## config.mk

```make
export PLATFORM = sky130hd
export DESIGN_NAME = dma_fly_channel
export DESIGN_NICKNAME = d
export VERILOG_FILES = /design/src/rtl/dma_pkg.sv /design/src/rtl/dma_timeout_cnt.sv /design/src/rtl/dma_fly_channel.sv
export SDC_FILE = /design/constraint.sdc
export NUM_CORES = 1
export LEC_CHECK = 0
export BUFFER_PORTS_ARGS = -buffer_cell sky130_fd_sc_hd__buf_4
export CELL_PAD_IN_SITES_DETAIL_PLACEMENT = 0
export CELL_PAD_IN_SITES_GLOBAL_PLACEMENT = 1
export CORE_MARGIN = 2
export CORE_UTILIZATION = 38
export CTS_CLUSTER_DIAMETER = 40
export CTS_CLUSTER_SIZE = 14
export DETAILED_ROUTE_END_ITERATION = 10
export HOLD_SLACK_MARGIN = 0.05
export PLACE_DENSITY = 0.84
export SYNTH_ARGS = -nofsm -noshare
export SYNTH_HDL_FRONTEND = slang
export SYNTH_HIERARCHICAL = 1
export SYNTH_SLANG_ARGS = --single-unit
```

## constraint.sdc

```tcl
create_clock -name clk -period 3.7 [get_ports clk]
set_input_delay 0.555 -clock clk [delete_from_list [all_inputs] [get_ports clk]]
set_output_delay 0.555 -clock clk [all_outputs]
set_load 0.02 [all_outputs]
```

## src/rtl/dma_pkg.sv

```systemverilog
`default_nettype none
// ============================================================================
// Module   : dma_pkg
// Brief    : Shared types and constants for the fly-by DMA channel family.
// Revision : 1.0 - initial release
// ============================================================================
package dma_pkg;

    localparam int DEF_ADDR_W  = 16;
    localparam int DEF_CNT_W   = 8;
    localparam int DEF_TIMEOUT = 15;

    // Peripheral IO window; memory addresses issued by a channel must avoid it.
    localparam int IO_FIRST = 1001;
    localparam int IO_LAST  = 1032;

    typedef enum logic [2:0] {
        IDLE     = 3'd0,
        HOLD_REQ = 3'd1,
        ACK      = 3'd2,
        STROBE   = 3'd3,
        RELEASE  = 3'd4,
        NEXT     = 3'd5,
        DONE     = 3'd6,
        ABORT    = 3'd7
    } dma_state_e;

endpackage
`default_nettype wire

```

## src/rtl/dma_timeout_cnt.sv

```systemverilog
`default_nettype none
// ============================================================================
// Module   : dma_timeout_cnt
// Brief    : Loadable down-counter that flags expiry when it reaches zero.
// Revision : 1.0 - initial release
// ============================================================================
module dma_timeout_cnt #(
    parameter int WIDTH = 4
) (
    input  logic             clk,
    input  logic             rst,
    input  logic             load_i,
    input  logic [WIDTH-1:0] load_val_i,
    input  logic             en_i,
    output logic             expire_o
);

    logic [WIDTH-1:0] cnt_q;

    always_ff @(posedge clk) begin
        if (rst) begin
            cnt_q <= '0;
        end else if (load_i) begin
            cnt_q <= load_val_i;
        end else if (en_i && (cnt_q != '0)) begin
            cnt_q <= cnt_q - 1'b1;
        end
    end

    assign expire_o = (cnt_q == '0);

endmodule
`default_nettype wire

```

## src/rtl/dma_fly_channel.sv

```systemverilog
`default_nettype none
// ============================================================================
// Module   : dma_fly_channel
// Brief    : Single-channel fly-by DMA (IO-to-memory) with HOLD/HLDA bus
//            takeover and IReady/TReady four-phase memory handshake.
// Revision : 1.0 - initial release
// ============================================================================
module dma_fly_channel
    import dma_pkg::*;
#(
    parameter int ADDR_W  = DEF_ADDR_W,
    parameter int CNT_W   = DEF_CNT_W,
    parameter int TIMEOUT = DEF_TIMEOUT
) (
    input  logic              clk,
    input  logic              rst,
    input  logic              cfg_load,
    input  logic [ADDR_W-1:0] cfg_base,
    input  logic [CNT_W-1:0]  cfg_count,
    input  logic              DREQ,
    output logic              DACK,
    output logic              hold,
    input  logic              hlda,
    output logic [ADDR_W-1:0] addr_out,
    output logic              addr_oe,
    output logic              mem_wr,
    output logic              IReady,
    input  logic              TReady,
    output logic              busy,
    output logic              tc,
    output logic              err
);

    localparam int              TO_W    = $clog2(TIMEOUT + 1);
    localparam logic [TO_W-1:0] TO_LOAD = TO_W'(TIMEOUT - 1);

    dma_state_e        state_q, state_d;
    logic [ADDR_W-1:0] addr_q, addr_d;
    logic [CNT_W-1:0]  cnt_q, cnt_d;
    logic              armed_q, armed_d;
    logic              err_q, err_d;
    logic              to_load, to_en, to_expire;

    always_ff @(posedge clk) begin
        if (rst) begin
            state_q <= IDLE;
            addr_q  <= '0;
            cnt_q   <= '0;
            armed_q <= 1'b0;
            err_q   <= 1'b0;
        end else begin
            state_q <= state_d;
            addr_q  <= addr_d;
            cnt_q   <= cnt_d;
            armed_q <= armed_d;
            err_q   <= err_d;
        end
    end

    always_comb begin
        state_d = state_q;
        addr_d  = addr_q;
        cnt_d   = cnt_q;
        armed_d = armed_q;
        err_d   = err_q;
        case (state_q)
            IDLE: begin
                if (cfg_load) begin
                    addr_d  = cfg_base;
                    cnt_d   = cfg_count;
                    armed_d = (cfg_count != '0);
                    err_d   = 1'b0;
                end
                if (armed_q && DREQ) state_d = HOLD_REQ;
            end
            HOLD_REQ: if (hlda) state_d = ACK;
            ACK:      state_d = hlda ? STROBE : ABORT;
            STROBE: begin
                if (!hlda)          state_d = ABORT;
                else if (TReady)    state_d = RELEASE;
                else if (to_expire) state_d = ABORT;
            end
            RELEASE: begin
                if (!hlda)          state_d = ABORT;
                else if (!TReady)   state_d = NEXT;
                else if (to_expire) state_d = ABORT;
            end
            NEXT: begin
                // The byte is complete here, so the counters advance even if
                // the grant was lost in this cycle.
                addr_d = addr_q + 1'b1;
                cnt_d  = cnt_q - 1'b1;
                if (cnt_d == '0)  state_d = DONE;
                else if (!hlda)   state_d = ABORT;
                else if (DREQ)    state_d = ACK;
                else              state_d = IDLE;
            end
            DONE: begin
                armed_d = 1'b0;
                state_d = IDLE;
            end
            ABORT:   state_d = IDLE;
            default: state_d = IDLE;
        endcase
        if (state_d == ABORT) begin
            err_d   = 1'b1;
            armed_d = 1'b0;
        end
    end

    // Fresh timeout window on every entry to STROBE or RELEASE.
    assign to_load = (state_d != state_q) && ((state_d == STROBE) || (state_d == RELEASE));
    assign to_en   = (state_q == STROBE) || (state_q == RELEASE);

    dma_timeout_cnt #(
        .WIDTH (TO_W)
    ) u_timeout (
        .clk        (clk),
        .rst        (rst),
        .load_i     (to_load),
        .load_val_i (TO_LOAD),
        .en_i       (to_en),
        .expire_o   (to_expire)
    );

    assign hold     = (state_q != IDLE) && (state_q != ABORT);
    assign DACK     = (state_q == ACK) || (state_q == STROBE) || (state_q == RELEASE);
    assign addr_oe  = DACK;
    assign mem_wr   = addr_oe;
    assign IReady   = (state_q == STROBE);
    assign tc       = (state_q == DONE);
    assign addr_out = addr_oe ? addr_q : '0;
    assign busy     = armed_q || (state_q != IDLE);
    assign err      = err_q;

endmodule
`default_nettype wire

```

Word level (Yosys, flattened, before mapping)
Cells that the tools add are included.
{ "op_classes": {"addsub": 3, "n_eq_ne": 13, "mux": 24, "reduce_logical": 26} }
{ "op_table": {"columns": ["operator", "count"], "rows": [
  ["two-way mux 16 bit", 2],
  ["one-hot mux 16 bit (2 select lines)", 1],
  ["two-way mux 3 bit", 10],
  ["one-hot mux 3 bit (7 select lines)", 1],
  ["equality test 3 bit, second input constant", 6],
  ["adder 16 x 1 -> 16 bit, second input constant", 1],
  ["one-hot mux 8 bit (2 select lines)", 1],
  ["nonzero test 2 bit", 5],
  ["equality test 3 x 2 -> 1 bit, second input constant", 3],
  ["logical NOT 8 bit", 1],
  ["two-way mux 4 bit", 2],
  ["two-way mux 8 bit", 1],
  ["nonzero test 8 bit", 1],
  ["subtractor 8 x 1 -> 8 bit, second input constant", 1],
  ["AND reduction 2 bit", 3],
  ["OR reduction 2 bit", 3],
  ["logical OR 1 bit", 5],
  ["logical AND 1 bit", 4],
  ["logical NOT 4 bit", 1],
  ["two-way mux 1 bit", 4],
  ["nonzero test 4 bit", 1],
  ["subtractor 4 x 1 -> 4 bit, second input constant", 1],
  ["equality test 3 x 1 -> 1 bit, second input constant", 1],
  ["logical NOT 3 bit", 1],
  ["other kinds (6)", 6]
]} }
{ "totals": {"register_bits": 33, "inputBits": 30, "out_inout_bits": 24} }

Depth between registers and ports, before layout
Gate-level depths: netlist (run 1).
{ "logic_depth": {"depth_word": 9, "mapped_depth": 13, "depth_no_buf": 13} }

Hierarchy
The synthesis (run 1) kept the hierarchy.
{ "modules_own_cells": {"columns": ["mod", "n_inst", "cells_per_inst", "area_per_inst_um2"], "rows": [
  ["dma_fly_channel", 1, 259, 1923.1],
  ["dma_timeout_cnt", 1, 29, 262.8]
]} }

Worst setup path before layout (run 1)
No wires, ideal clock.
{ "synth_path": {"path_kind": "register -> register", "start": "register u_timeout.cnt_q[1]", "end": "register u_timeout.cnt_q[1]", "setup_time_ns": 0.122, "arrival_ns": 2.477, "t_required_ns": 3.578, "slack_ns": 1.100, "path_stages_with_launch": 13, "n_path_buf": 0, "synth_period_minus_slack_ns": 2.600, "cell_sequence": "dfxtp_1 > inv_1 > ha_1 > or3b_4 > inv_1 > and3b_1 > o21ai_0 > nand2_1 > a31oi_2 > nand4_1 > a21boi_1 > nor3_1 > a311o_1"} }
{ "synth_via": {"elab_chain_cells": 9, "word_cells_on_any_way": 18, "classes_between": "1 x add/sub; 3 x eq/ne; 8 x mux; 6 x reduce/logical"} }
{ "synth_rtl": {"columns": ["element", "line_no", "source"], "rows": [
  ["from (decl)", "dma_timeout_cnt.sv:18", "logic [WIDTH-1:0] cnt_q;"],
  ["from (signal assigned)", "dma_timeout_cnt.sv:24", "cnt_q <= load_val_i;"],
  ["from (signal assigned)", "dma_timeout_cnt.sv:26", "cnt_q <= cnt_q - 1'b1;"],
  ["logical NOT 4 bit (*)", "dma_timeout_cnt.sv:30", "assign expire_o = (cnt_q == '0);"],
  ["named net to_expire", "dma_fly_channel.sv:42", "logic to_load, to_en, to_expire;"],
  ["two-way mux 3 bit (*)", "dma_fly_channel.sv:81, dma_fly_channel.sv:86", null],
  ["two-way mux 3 bit (on tied branches)", "dma_fly_channel.sv:85, dma_fly_channel.sv:80", null],
  ["two-way mux 3 bit (on tied branches)", "dma_fly_channel.sv:84, dma_fly_channel.sv:79", null],
  ["one-hot mux 3 bit (7 select lines) (*)", "dma_fly_channel.sv:66", "case (state_q)"],
  ["equality test 3 x 2 -> 1 bit / equality test 3 bit (equally long branches)", "dma_fly_channel.sv:112", "assign to_load = (state_d != state_q) && ((state_d == STROBE) || (state_d == RELEASE));"],
  ["logical OR 1 bit", "dma_fly_channel.sv:112", null],
  ["logical AND 1 bit (*)", "dma_fly_channel.sv:112", null],
  ["named net to_load", "dma_fly_channel.sv:42", null],
  ["two-way mux 4 bit / nonzero test 2 bit (equally long branches)", null, null]
]} }
Mark *: on every way through the listed nets, which the timed path passes. The rest lies on a longest branch. The select of a mux whose other input is x is not followed.
A chain may end at the register's enable or synchronous reset.

Worst setup path after layout (run 1)
Same ends and word-level chain as after synthesis.

==> results of run 1 <==
cell usage in the layout, fill, tap and decap left out, drive strengths merged, types with 3 or more instances in the layout:
cell type   n
inv        10
o21ai      13
o211ai      6
nand2      25
a311oi      4
ha          4
a21oi      31
and3b       3
dfxtp      33
conb        4
a31oi       6
nand2b      4
and3        3
buf        56
and2        3
nor3       15
clkbuf      5
nor2b      19
nor4        3
nand4       7
nand3       9
nor2       31
a211oi      4
worst max-delay path, delay by kind of cell (launching register included):
kind | cells | cell delay (ps)
simple gates | 5 | 920
fa+ha+maj | 1 | 220
flops | 1 | 320
compound gates | 4 | 1040
buf+inv | 2 | 220
power breakdown:
part / total (mW) / leakage [nW] / switching (mW) / internal, mW
logic: 1.07 / 0.749 / 0.612 / 0.463
clock network: 0.332 / 0.0540 / 0.136 / 0.196
registers: 0.621 / 0.271 / 0.162 / 0.459
total: 2.03 / 1.07 / 0.910 / 1.12
worst max path at each step:
stage / from / to / slack, ps / cells after the start
2_1_floorplan: u_timeout/cnt_q[1] / u_timeout/cnt_q[1] / 1100 / 12
3_3_place_gp: u_timeout/cnt_q[1] / u_timeout/cnt_q[1] / 960 / 12
3_5_place_dp: u_timeout/cnt_q[1] / u_timeout/cnt_q[1] / 890 / 12
4_1_cts: u_timeout/cnt_q[1] / u_timeout/cnt_q[1] / 880 / 12
5_1_grt: u_timeout/cnt_q[1] / u_timeout/cnt_q[1] / 680 / 12
6_report: u_timeout/cnt_q[1] / u_timeout/cnt_q[1] / 870 / 12
state kept, by name (all words and copies together) (netlist names):
register / flops
state_q: 3
cnt_q: 8
armed_q: 1
u_timeout/cnt_q: 4
addr_q: 16
err: 1
layer usage:
layer,vias to the layer above,part of all wire [%]
met5,-,0
met4,0,0.80
met3,5,5.3
met2,54,44
met1,1030,49
li1,1132,-
stage by stage:
step | power (mW) | hold slack [ps] | std cells | instance area, um2 | worst slack, ps
floorplan | 1.421 | 445.7 | 290 | 2193 | 1100
CTS | 2.043 | 479.8 | 405 | 2703 | 877.9
detailed placement | 1.703 | 469.5 | 398 | 2599 | 889.7
global placement | 1.691 | 444.7 | 398 | 2599 | 958.9
finish | 2.027 | 476.2 | 405 | 2703 | 874.4
global route | 2.199 | 498.1 | 405 | 2703 | 677.0
cell type report:
class,count,area share [%]
Clock buffer,5,2.546
Clock inverter,2,1.296
Inverter,10,1.389
Multi-Input combinational cell,227,51.44
Sequential cell,33,24.44
Tap cell,72,3.333
Timing Repair Buffer,56,15.56
kinds of logic after synthesis:
family,after synthesis
fa+ha+maj,4
flops,33
compound gates,85
xor+xnor,3
mux,2
simple gates,129
buf+inv,30
other cells,2
==> summary.md, run 1 <==
The run gives 0 as the number of slew-limit violations in the final report. The vertical die dimension works out to 79.85 um. The detailed placer's ending HPWL is 4212 um, and the number of clock sinks seen by CTS is 33. The number of setup violations in the final report is 0. In this run, the number of DRC markers left after iteration 0 of detailed routing was 110. Global routing consumed, on the met1 layer, 28.23% of the routing resources.

The clock-pin transition on the worst setup and hold timing paths is 70 ps. For this block, the via count after detailed routing is 2,221. The average instance in the mapped netlist occupies 7.590 um2.

Total DRC errors in the routed layout: 0. The floorplan die width works out to 79.85 um. After global routing the overflow that remains totals 0. The final layout contains 367 nets. Once the clock tree was built, the setup fixing pass inserted 0 buffers.

The register bit count reported by yosys is 33. Of all cell types, the one taking the most synthesized area is sky130_fd_sc_hd__dfxtp_1. The final number of hold-violating endpoints is 0.

Before antenna repair, the detailed router went through 4 iterations. The logs give 54 for the count of unique library cells instantiated by Yosys and 5 for the number of buffers created by CTS. The power density relative to cell area was 750.1 nW/um2.

The clock period could shrink to 2826 ps. The endpoint arrival time on the critical path came out at 3000 ps. The multi-input gate area in the final layout is 1390 um2, and the maximum fanout along the worst path is 5.

The tools report the destination of the worst hold path as err. Root buffer cell: sky130_fd_sc_hd__clkbuf_8. The critical path in this run is classified as reg2reg.

The antenna diode count is 0, and the fraction of final layout cells with drive strength greater than 1 is 21.62%. The detail-routed via count per cell is 5.484, and the fraction of the mapped netlist area in simple logic gates is 32.28%. The clock arrives with 7.152 ps of skew.

Final estimated routing congestion in global placement: 0.8828. Summed over all failing endpoints, the final setup total negative slack is 0 ps. By area, the combinational part of the netlist is dominated by simple AND/OR/NAND/NOR gates.

For this run, the top clock speed supported by timing is 0.3539 GHz. During synthesis, Yosys emitted a total of 6 warnings. The area inside the core boundary came out at 5540 um2.

Yosys instantiated no cell more often than sky130_fd_sc_hd__dfxtp_1. By count the netlist is led by sky130_fd_sc_hd__dfxtp_1, sky130_fd_sc_hd__a21oi_1, sky130_fd_sc_hd__nor2_1, sky130_fd_sc_hd__nand2_1, sky130_fd_sc_hd__nor2b_1. In the final routed layout, each cell accounts on average for 14.24 um. The worst-skew pair later-pin latency came out at 290 ps. Entering global routing, the biggest net connects 36 pins. The run finished with clean final reports. Once layout is complete, the utilization of the core stands at 48.78%.

The standard-cell row count was 27; the worst-margin pin slew was 752.5 ps. The worst register-to-register path has a depth of 12. Of all flip-flops after synthesis, the portion carrying an async set or reset was 0%. Summing every instance area after synthesis gives 2186 um2. Measured against its own limit, the worst slew margin works out to 49.80%. Of the total synthesized cell area, the portion taken by XOR and XNOR cells is 1.202%. The tools report the total global-route track usage as 19.32%. The clock passes through at most 2 buffers. Setup repair after global routing left no endpoint under its margin. The H-tree generated during clock tree synthesis spans 2 levels. The run gives 1.074 nW as the static leakage. Worst min-delay path class: reg2reg. Met3 track utilization from global routing: 4.186%. Counting instances, the worst hold path has a depth of 2.

Traced cell by cell, the critical path runs through inv_1, ha_1, or3b_4, inv_1, and3b_1, o21ai_0, nand2_1, a31oi_2, nand4_1, a21boi_1, nor3_1, a311o_1. Endpoint kind of the worst setup timing path: a register. The area fraction of the dominant cell type after synthesis is 30.22%. The setup check on the worst reg-to-reg path leaves a slack of 870 ps.

Ranked by total cell area, the synthesized netlist is headed by sky130_fd_sc_hd__dfxtp_1, sky130_fd_sc_hd__a21oi_1, sky130_fd_sc_hd__nor2b_1. IR analysis of the VDD net gives a maximum drop of 320.5 uV. Compared with the post-synthesis result, the final layout area differs by 23.64%.

For this design, the slowest cell found on the critical path is sky130_fd_sc_hd__or3b_4. The first global-routing pass estimated 9701 um of wire. The cell repeated most along the worst path is sky130_fd_sc_hd__inv_1. TritonCTS built the clock tree. The stage delay of the slowest cell on the critical path was 440 ps. Global routing used 28.57% of the available met2 tracks. After synthesis, the share of cell area in mux cells is 0.9159%. Once detail routing completed, the nets flagged for antenna violations numbered 0. The synthesized netlist devotes 26.22% of its cell area to compound gates. The logs give 39.45% for the initial core utilization and 54 for the count of boundary I/O pins. The die covers 6375 um2.

The tools report the proportion of synthesized chip area in sequential cells as 30.22%. The most used flip-flop cell after synthesis is sky130_fd_sc_hd__dfxtp_1. The number of port buffers works out to 53. The via count of the first global-routing pass is 2,017, and the total of hold buffers inserted after clock tree synthesis is 0. Number of max-cap violations: 0.

Counting every instance in the synthesized netlist gives 288. For the worst setup path, the data required time is 3870 ps. Busiest layer in global routing: met2. The tools report the hold path startpoint as err. The run gives 0 as the number of antenna violations at the first check in global routing. Summing all flip-flop and latch instances after layout gives 660.6 um2. The layout has 578 filler cells. Summing the areas of all fa, ha and maj instances in the mapped netlist gives 2.290% of the synthesized area. The startpoint identified for the worst register-to-register timing path is u_timeout/cnt_q[1]. The number of enable-type register cells in the synthesized netlist was 0. The type of origin of the critical path is a register. For this block, the routed nets add up to 5769 um of wire. The endpoint identified for the worst register-to-register timing path is u_timeout/cnt_q[1].

The number of cells upsized or downsized after cts was 0. The post-route fraction of the period consumed by the critical path is 76.37%.
Power figures use the tool's default switching activity.
==> run 2: changes to the inputs <==
--- a/config.mk
+++ b/config.mk
@@ -9,12 +9,12 @@
 export CELL_PAD_IN_SITES_DETAIL_PLACEMENT = 0
 export CELL_PAD_IN_SITES_GLOBAL_PLACEMENT = 1
 export CORE_MARGIN = 2
-export CORE_UTILIZATION = 38
+export CORE_UTILIZATION = 35
 export CTS_CLUSTER_DIAMETER = 40
 export CTS_CLUSTER_SIZE = 14
 export DETAILED_ROUTE_END_ITERATION = 10
 export HOLD_SLACK_MARGIN = 0.05
-export PLACE_DENSITY = 0.84
+export PLACE_DENSITY = 0.82
 export SYNTH_ARGS = -nofsm -noshare
 export SYNTH_HDL_FRONTEND = slang
 export SYNTH_HIERARCHICAL = 1
==> constraint.sdc (replaced) <==
create_clock -name clk -period 2.4 [get_ports clk]
set_input_delay 0.36 -clock clk [delete_from_list [all_inputs] [get_ports clk]]
set_output_delay 0.36 -clock clk [all_outputs]
set_load 0.02 [all_outputs]
==> summary.md, run 2 (synthesis results as in run 1) <==
The count of filler cells inserted in the layout was 593 (+2.6%). The area inside the core boundary is 5991 um2 (+8.1%), and the number of setup violations in the final report is 1 (+1). The number of max-cap violations came out at 0 (unchanged). The library cell used most frequently in the layout, excluding fill and tap cells, is sky130_fd_sc_hd__buf_4.

Total DRC errors in the routed layout: 0 (unchanged). The logs give 2,121 (+5.2%) for the via count of the first global-routing pass and 0 (unchanged) for the number of antenna violations at the first check in global routing. The number of buffers created by CTS came out at 5 (unchanged). Walking the worst path, the cells encountered are inv_2, ha_4, or3b_4, inv_2, and3b_1, o21ai_1, nand2_1, a31oi_2, nand4_1, a21boi_4, nor3_2, a311o_1.

The run gives 0 (unchanged) as the number of slew-limit violations in the final report. The tools report the number of H-tree levels as 2 (unchanged). The register with the most flip-flops is addr_q. The flow ran to the end, but the final reports show violations. The run gives 0 (unchanged) as the final number of hold-violating endpoints. TritonCTS built the clock tree. The multi-input gate area in the final layout is 1425 um2 (+2.5%), and the detailed placer's ending HPWL is 4556 um (+8.2%).

In this run the worst setup path begins at u_timeout/cnt_q[1]. The deepest clock path buffer count came out at 2 (unchanged). The standard-cell row count is 28 (+3.7%).

The data required time of the worst path is 2570 ps (-1300 ps). The utilization after layout is 47.39% (-1.4 points), and the clock-pin transition on the worst setup and hold timing paths is 70 ps (about the same). The tools report the placed instance area as 2716 um2 (+4.5%).

Setup repair after global routing could not meet its margin everywhere. The pin count of the biggest net entering global routing was 36 (unchanged); the slack of the critical path was -18.94 ps (-893.3 ps). Count of boundary I/O pins: 54 (unchanged).

The violation count after the first detailed-routing iteration is 136 (+24%), and the first-pass iteration count of the detailed router is 4 (unchanged). The power density relative to cell area was 1170 nW/um2 (+56%). The tools report the hold path startpoint as cfg_base[0]. The global-route wire length before repair came out at 10,160 um (+4.8%). The final estimated routing congestion in global placement was 0.8157 (-7.6%). The global route total overflow was 0 (unchanged).

The run gives 17.75% (-1.6 points) as the total global-route track usage. The startpoint identified for the worst register-to-register timing path is u_timeout/cnt_q[1]. The run gives 494.4 uV (+54%) as the largest vdd supply drop.

The post-layout net count came out at 382 (+4.1%). The final non-filler cell area was 2839 um2 (+5.0%); the layout-stage area growth over the synthesis result was 29.88%. The logs give 325.6 ps (-150.6 ps) for the worst hold slack and 33 (unchanged) for the number of clock sinks seen by CTS.

The floorplan die area came out at 6893 um2 (+8.1%). The vertical die dimension was 83.03 um (+4.0%); the remaining antenna violation count was 0 (unchanged). The detail-routed via count per cell was 5.430 (-0.98%); the antenna diode count was 0 (unchanged). The number of port buffers was 53 (unchanged). The fraction of final layout cells with drive strength greater than 1 came out at 27.59% (+6.0 points). The checks that failed: negative setup slack. The run gives 3.321 mW (+64%) as the total power consumption of the routed design. The per-cell routed wire length was 14.62 um (+2.6%); the achievable clock frequency was 0.4134 GHz (+17%). The worst setup path is captured at a register. On the critical path, the stage with the largest delay is an instance of sky130_fd_sc_hd__or3b_4.

The flip-flop count of the largest register after layout is 16 (unchanged). The type of the setup path with the least slack was reg2reg. Counting stages on the worst path, the most repeated cell is sky130_fd_sc_hd__inv_2. The worst setup path is launched from a register.

For the sequential cell area in the final layout, the log shows 663.1 um2 (+0.38%). The static leakage was 1.149 nW (+6.9%); the stage delay of the slowest cell on the critical path was 380 ps (-60 ps). In the layout the commonest cells are sky130_fd_sc_hd__buf_4, sky130_fd_sc_hd__nor2_1, sky130_fd_sc_hd__a21oi_1, sky130_fd_sc_hd__dfxtp_1, sky130_fd_sc_hd__nand2_1.

Maximum fanout along the worst path: 4 (-1). The logs give 6.895 ps (-0.2569 ps) for the worst clock skew and 2580 ps (-420 ps) for the endpoint arrival time on the critical path. The run gives 36.49% (-3.0 points) as the initial core utilization.

The tree is rooted in a sky130_fd_sc_hd__clkbuf_8. The post-route fraction of the period consumed by the critical path is 100.8% (+24 points). The worst hold path belongs to the class in2reg. In the final layout, the registers with the most flip-flops are addr_q (16), cnt_q (8), u_timeout/cnt_q (4). Total number of vias: 2,297 (+3.4%).

The floorplan die width is 83.03 um (+4.0%), and the worst-skew pair later-pin latency is 280 ps (about the same). Post-detailed-routing wire length: 6185 um (+7.2%). The final period demand of the worst path came out at 2419 ps (-406.7 ps).
run 2: power by group:
| part | internal, mW | switching (mW) | total, mW |
|---|---|---|---|
| Combinational | 0.888 | 1.05 | 1.93 |
| Sequential | 0.710 | 0.239 | 0.949 |
| Clock | 0.228 | 0.210 | 0.437 |
| Total | 1.83 | 1.49 | 3.32 |
run 2: stage by stage:
step / TNS [ps] / setup WS, ps / instances
5_1_grt: -320.7 / -128.9 / 423
6_report: -18.94 / -18.94 / 423
3_5_place_dp: -93.09 / -77.73 / 414
4_1_cts: -47.81 / -32.63 / 422
2_1_floorplan: 0 / 11.65 / 290
3_3_place_gp: 0 / 25.96 / 414
run 2: final timing paths:
check	endpoint	slack, ps	cells past startpoint
max	u_timeout/cnt_q[1]	-20	12
min	addr_q[0]	330	3
max reg2reg	u_timeout/cnt_q[1]	-20	12
min reg2reg	cnt_q[7]	480	2
run 2: layer usage:
| layer | vias to the layer above | share of wire, % | track usage (%) |
|---|---|---|---|
| met3 | 6 | 5.7 | 4.374 |
| met2 | 71 | 47 | 28.08 |
| met4 | 0 | 1.1 | 5.216 |
| li1 | 1166 | - | - |
| met5 | - | 0 | 0 |
| met1 | 1054 | 47 | 23.89 |
run 2: final cells by class:
class	instances	share of cell area (%)
well taps	75	3.305
flip-flops and latches	33	23.36
inverters	10	1.322
multi-input cells	227	50.20
repair buffers	71	18.77
clock buffers	7	3.041
run 2: repair_timing:
item                       in CTS  in global routing
setup endpoints to repair       2                  4
setup buffers                   1                  1
gates resized for setup         1                  5
pin swaps                       3                  1
hold buffers                    0                  0
gates cloned                    0                  0
run 2: critical path: cells and delay by family, from the launching register on:
family / cells / cell delay [ps]
adder cells (fa/ha/maj): 1 / 130
buffers and inverters: 2 / 150
flip-flops: 1 / 320
AO/OA/AOI/OAI: 4 / 870
AND/OR/NAND/NOR: 5 / 840
